==> src/rtl/ins_loader.sv <==
// Boot-time instruction memory loader: assembles a framed, XOR-checked byte stream
// into big-endian 32-bit words and writes them from word address 0, holding the core until done.
module ins_loader #(
  parameter int ADDR_W = 8,
  parameter int DEPTH  = 256
) (
  input  logic              clk,
  input  logic              rst,
  input  logic              start,
  input  logic              in_valid,
  input  logic [7:0]        in_data,
  output logic              in_ready,
  output logic              wr_en,
  output logic [ADDR_W-1:0] wr_addr,
  output logic [31:0]       wr_data,
  output logic              cpu_hold,
  output logic              done,
  output logic              err
);

  localparam logic [15:0] DEPTH_CNT = 16'(DEPTH);

  typedef enum logic [2:0] {
    S_HDR_HI,
    S_HDR_LO,
    S_WORD,
    S_WRITE,
    S_CHK,
    S_DONE,
    S_ERR
  } state_t;

  state_t          state;
  state_t          state_nxt;
  logic [15:0]     count;
  logic [1:0]      byte_cnt;
  logic [ADDR_W:0] word_idx;
  logic [7:0]      xor_acc;
  logic [23:0]     asm_word;
  logic            accept;
  logic [15:0]     count_lo;
  logic [15:0]     idx_inc;

  assign accept   = in_valid && in_ready;
  assign count_lo = {count[15:8], in_data};
  assign idx_inc  = 16'(word_idx) + 16'd1;

  always_ff @(posedge clk) begin
    if (!rst) begin
      state <= S_HDR_HI;
    end else begin
      state <= state_nxt;
    end
  end

  always_comb begin
    state_nxt = state;
    case (state)
      S_HDR_HI: if (accept) state_nxt = S_HDR_LO;
      S_HDR_LO: begin
        if (accept) begin
          if (count_lo > DEPTH_CNT)  state_nxt = S_ERR;
          else if (count_lo == 16'd0) state_nxt = S_CHK;
          else                        state_nxt = S_WORD;
        end
      end
      S_WORD:   if (accept && byte_cnt == 2'd3) state_nxt = S_WRITE;
      S_WRITE:  state_nxt = (idx_inc == count) ? S_CHK : S_WORD;
      S_CHK: begin
        if (accept) state_nxt = (in_data == xor_acc) ? S_DONE : S_ERR;
      end
      S_DONE:   if (start) state_nxt = S_HDR_HI;
      S_ERR:    if (start) state_nxt = S_HDR_HI;
      default:  state_nxt = S_HDR_HI;
    endcase
  end

  always_comb begin
    in_ready = 1'b0;
    case (state)
      S_HDR_HI, S_HDR_LO, S_WORD, S_CHK: in_ready = 1'b1;
      default:                           in_ready = 1'b0;
    endcase
  end

  // Status strobes are registered from the next state so they appear on the first cycle of that state.
  always_ff @(posedge clk) begin
    if (!rst) begin
      wr_en    <= 1'b0;
      done     <= 1'b0;
      err      <= 1'b0;
      cpu_hold <= 1'b1;
    end else begin
      wr_en    <= (state_nxt == S_WRITE);
      done     <= (state_nxt == S_DONE);
      err      <= (state_nxt == S_ERR);
      cpu_hold <= (state_nxt != S_DONE);
    end
  end

  // Write address/data are captured with the 4th byte and held until the next word.
  always_ff @(posedge clk) begin
    if (!rst) begin
      count    <= '0;
      byte_cnt <= '0;
      word_idx <= '0;
      xor_acc  <= '0;
      asm_word <= '0;
      wr_addr  <= '0;
      wr_data  <= '0;
    end else begin
      case (state)
        S_HDR_HI: begin
          if (accept) begin
            count[15:8] <= in_data;
            xor_acc     <= xor_acc ^ in_data;
          end
        end
        S_HDR_LO: begin
          if (accept) begin
            count[7:0] <= in_data;
            xor_acc    <= xor_acc ^ in_data;
          end
        end
        S_WORD: begin
          if (accept) begin
            asm_word <= {asm_word[15:0], in_data};
            xor_acc  <= xor_acc ^ in_data;
            byte_cnt <= byte_cnt + 2'd1;
            if (byte_cnt == 2'd3) begin
              wr_addr <= word_idx[ADDR_W-1:0];
              wr_data <= {asm_word, in_data};
            end
          end
        end
        S_WRITE: word_idx <= word_idx + 1'b1;
        S_DONE, S_ERR: begin
          if (start) begin
            byte_cnt <= '0;
            word_idx <= '0;
            xor_acc  <= '0;
          end
        end
        default: ;
      endcase
    end
  end

endmodule

==> config.mk <==
export PLATFORM = sky130hd
export DESIGN_NAME = ins_loader
export DESIGN_NICKNAME = d
export VERILOG_FILES = /design/src/rtl/ins_loader.sv
export SDC_FILE = /design/constraint.sdc
export NUM_CORES = 1
export LEC_CHECK = 0
export ABC_AREA = 1
export CORE_UTILIZATION = 30
export CTS_BUF_LIST = sky130_fd_sc_hd__clkbuf_8 sky130_fd_sc_hd__clkbuf_16
export CTS_CLUSTER_SIZE = 25
export DETAILED_ROUTE_END_ITERATION = 8
export HOLD_SLACK_MARGIN = 0.08
export PLACE_DENSITY = 0.53
export REMOVE_ABC_BUFFERS = 1
export SLEW_MARGIN = 5
export SYNTH_ARGS = -nofsm -noshare
export SYNTH_HDL_FRONTEND = slang
export SYNTH_SLANG_ARGS = --single-unit
==> constraint.sdc <==
create_clock -name clk -period 1.7 [get_ports clk]
set_input_delay 0.425 -clock clk [delete_from_list [all_inputs] [get_ports clk]]
set_output_delay 0.425 -clock clk [all_outputs]
set_load 0.02 [all_outputs]
==> metrics.md <==
| Metric | Value |
|---|---|
| Status | complete, but fails checks |
| Failing checks | design-rule violations |
| Initial drt markers | approximately 170 |
| Initial antenna violation count | 0 |
| Port Buffers | between 50 and 60 |
| Final period utilization | 94.3% |
| Avg Synthesized Cell Area | around 7.4 um2 |
| DR vias/cell | around 4.8 |
| Post-Route Setup TNS | 0 ns |
| Crit path kind | register to register |
| Core footprint | around 15,000 um2 |
| Fin cells | 883 |
| Die width | 125 um |
| Maximum clock frequency | between 600 and 700 MHz |
| Post-Syn Area | ~4500 um2 |
| Worst slew margin | 81.8% |
| Max-cap violations | 0 |
| DRC viols | 2 |
| Synth cell types | 29 |
| Fraction of layout cells with a size suffix above 1 | between 10% and 20% |
| Worst path required time | 1.94 ns |
| Clock root buffer | clkbuf_16 |
| Clock insertion delay at the later pin of the skew report | about 0.35 ns |
| Worst Tran Pin Value | around 0.27 ns |
| Placed cells | slightly below 900 |
| Mapped Cells | 617 |
| Total CTS buffers | 9 |
| Final Net Count | a little over 700 |
| RR Startpoint | word_idx[0] |
| Row count | 44 |
| Full die area | around 16,000 um2 |
| Gr usage total | 15.4% |
| RSZ-0062 raised after global routing | yes |
| Worst Setup EP | state[1] |
| Hold-fix buffers, CTS | 0 |
| Routed length per instance | between 10 and 15 um |
| Post-synthesis sequential area ratio | 46.7% |
| P_leak | roughly 2.7 nW |
| FF-to-FF path depth | 14 |
| Fin crit period | 1.60 ns |
| CTS tree | yes |
| #FFs+latches synth | ~110 |
| Final ANT Viol Nets | 0 |
| DR vias | 4,200 |
| Total Routed Length | 11,500 um |
| Clk sinks | 106 |
| H-Tree Depth | 3 |
| Startpoint Class | register |
| Antenna diodes | 0 |
| Grt ovf | 0 |
| Largest net degree at the start of global routing | 53 |
| Clock-pin slew on the worst setup and hold paths | approximately 0.07 ns |
| Final Setup Violations | 0 |
| CTS Buffer Depth | 2 |
| Ranking of synthesized cells by area | dfxtp_1 (47%), nand2_1 (10%), a21oi_1 (8.5%) |
| Hold Fails Final Rpt | 0 |
| Power Density | around 950 nW/um2 |
| Number of global-route vias before repair | 4,062 |
| Endpoint class of the critical path | register |
| Post-CTS Setup Inserts | 0 |
| Flop2flop setup slack | around 0.1 ns |
| DRT Pass-1 Iters | 7 |
| Fin area | about 5900 um2 |
| Area leader, netlist | dfxtp_1 |
| DPL Wire Length | ~8000 um |
| Worst vdd ir | roughly 0.49 mV |
| Yosys top cell area share | approximately 47% |
| Die H | around 130 um |
| First-pass GRT wire length | approximately 19,000 um |
| Worst Setup SP | word_idx[0] |
| Post-DP Area | around 5600 um2 |
| Max Slew Vio Count | 0 |
| Gpl congestion | between 0.8 and 0.9 |
| CP arrival | 1.85 ns |
| Starting Density | 31.0% |
| Number of fill cells | ~1,500 |
| Yosys Warn Count | 0 |
| IO Count | 57 |
| Worst clock skew | a little over 0.007 ns |
| Max FO, Critical Path | 3 |
| Area delta synth->final | 30.9% |
| R2R Path End | state[1] |
| Hold Crit Class | input port to register |
## worst max-delay path, cell delays in order, from the launching register on
cell and delay (ns):
dfxtp_2 0.34, ha_4 0.26, inv_1 0.03, nand2_1 0.04, nand2_1 0.05, nor2_1 0.07, nand2_1 0.06, nor2_1 0.09
nand3_1 0.11, nor2_4 0.11, nand3_1 0.08, nand2_1 0.06, nand2_1 0.06, nand2_2 0.07, nor2_1 0.04
## registers in the layout, summed over array words and instances (netlist names)
register,count
cpu_hold,1
done,1
wr_data,32
asm_word,24
word_idx,9
xor_acc,8
byte_cnt,2
state,3
err,1
count,16
wr_en,1
wr_addr,8
## through the flow
stage	total power [mW]	setup WS [ns]	utilization [%]	hold WS, ns
5_1_grt	5.93	-0.0473	40.6	0.446
4_1_cts	5.69	0.00344	39.9	0.463
3_3_place_gp	3.58	-0.376	38.2	0.445
3_5_place_dp	3.60	-0.354	38.2	0.453
6_report	5.64	0.0972	40.6	0.435
2_1_floorplan	3.25	-2.96	-	0.432
## per-layer routing
layer  wire [um]  vias to the layer above  track usage [%]
li1            -                     2184                -
met3         282                        8             2.48
met2        5590                       62             26.6
met5           0                        -                0
met1        5520                     1946             19.1
met4         138                        0             5.88
## worst min-delay path by stage
stage | cells past startpoint | slack [ns] | from | endpoint
global route | 3 | 0.45 | in_data[3] | wr_data[3]
global placement | 1 | 0.44 | byte_cnt[0] | byte_cnt[0]
floorplan | 1 | 0.43 | byte_cnt[0] | byte_cnt[0]
finish | 3 | 0.43 | in_data[3] | wr_data[3]
detailed placement | 2 | 0.45 | wr_data[19] | wr_data[19]
CTS | 2 | 0.46 | wr_addr[4] | wr_addr[4]
## area by class of cell
class	instances	area, um2	share of cell area (%)
multi-input combinational	430	2160	36.4
clock buffer	10	239	4.02
timing repair buffer	100	950	16.0
tap	184	230	3.87
inverter	47	176	2.97
sequential	106	2130	35.8
clock inverter	6	55.1	0.926
## cells in the final DEF (no fill, tap or decap), types with 8 or more instances in the layout
master            n
o21ai_0          53
nand2_1         120
dlymetal6s2s_1   10
dfxtp_1          99
dlygate4sd2_1    41
a21oi_1          76
clkbuf_16         9
buf_4            37
nand3_1          70
nor2_1           56
inv_1            38
o211a_1           8
## cell families after synthesis
kind of cell	share of synthesized area [%]
and+or+nand+nor	27.4
DFF	46.7
adders and majority gates	0.551
AOI/OAI and AO/OA	16.6
xor gates and xnor gates	1.54
buffers and inverters	7.25
## cell usage after synthesis (all sizes together)
| master | number |
|---|---|
| nand2 | 126 |
| ha | 2 |
| clkinv | 2 |
| nand3 | 74 |
| o21ai | 54 |
| dfxtp | 106 |
| inv | 45 |
| nor2 | 69 |
| or2 | 1 |
| o211ai | 1 |
| o2111ai | 1 |
| xnor2 | 8 |
| nand3b | 2 |
| a21oi | 77 |
| nor3 | 4 |
| nand4 | 3 |
| o211a | 8 |
| clkbuf | 20 |
| buf | 14 |
## where the power goes
| group | leakage (nW) | total [mW] | internal (mW) | switching, mW |
|---|---|---|---|---|
| Combinational | 1.69 | 0.828 | 0.356 | 0.472 |
| Clock | 0.140 | 2.07 | 1.07 | 1.00 |
| Sequential | 0.863 | 2.74 | 2.64 | 0.106 |
| Total | 2.70 | 5.64 | 4.06 | 1.58 |
## repair_timing
action / in CTS / in global routing
pin swaps: 0 / 7
gates cloned: 0 / 0
setup endpoints to repair: 43 / 58
gates resized for setup: 44 / 36
(Power assumes the default switching activity.)
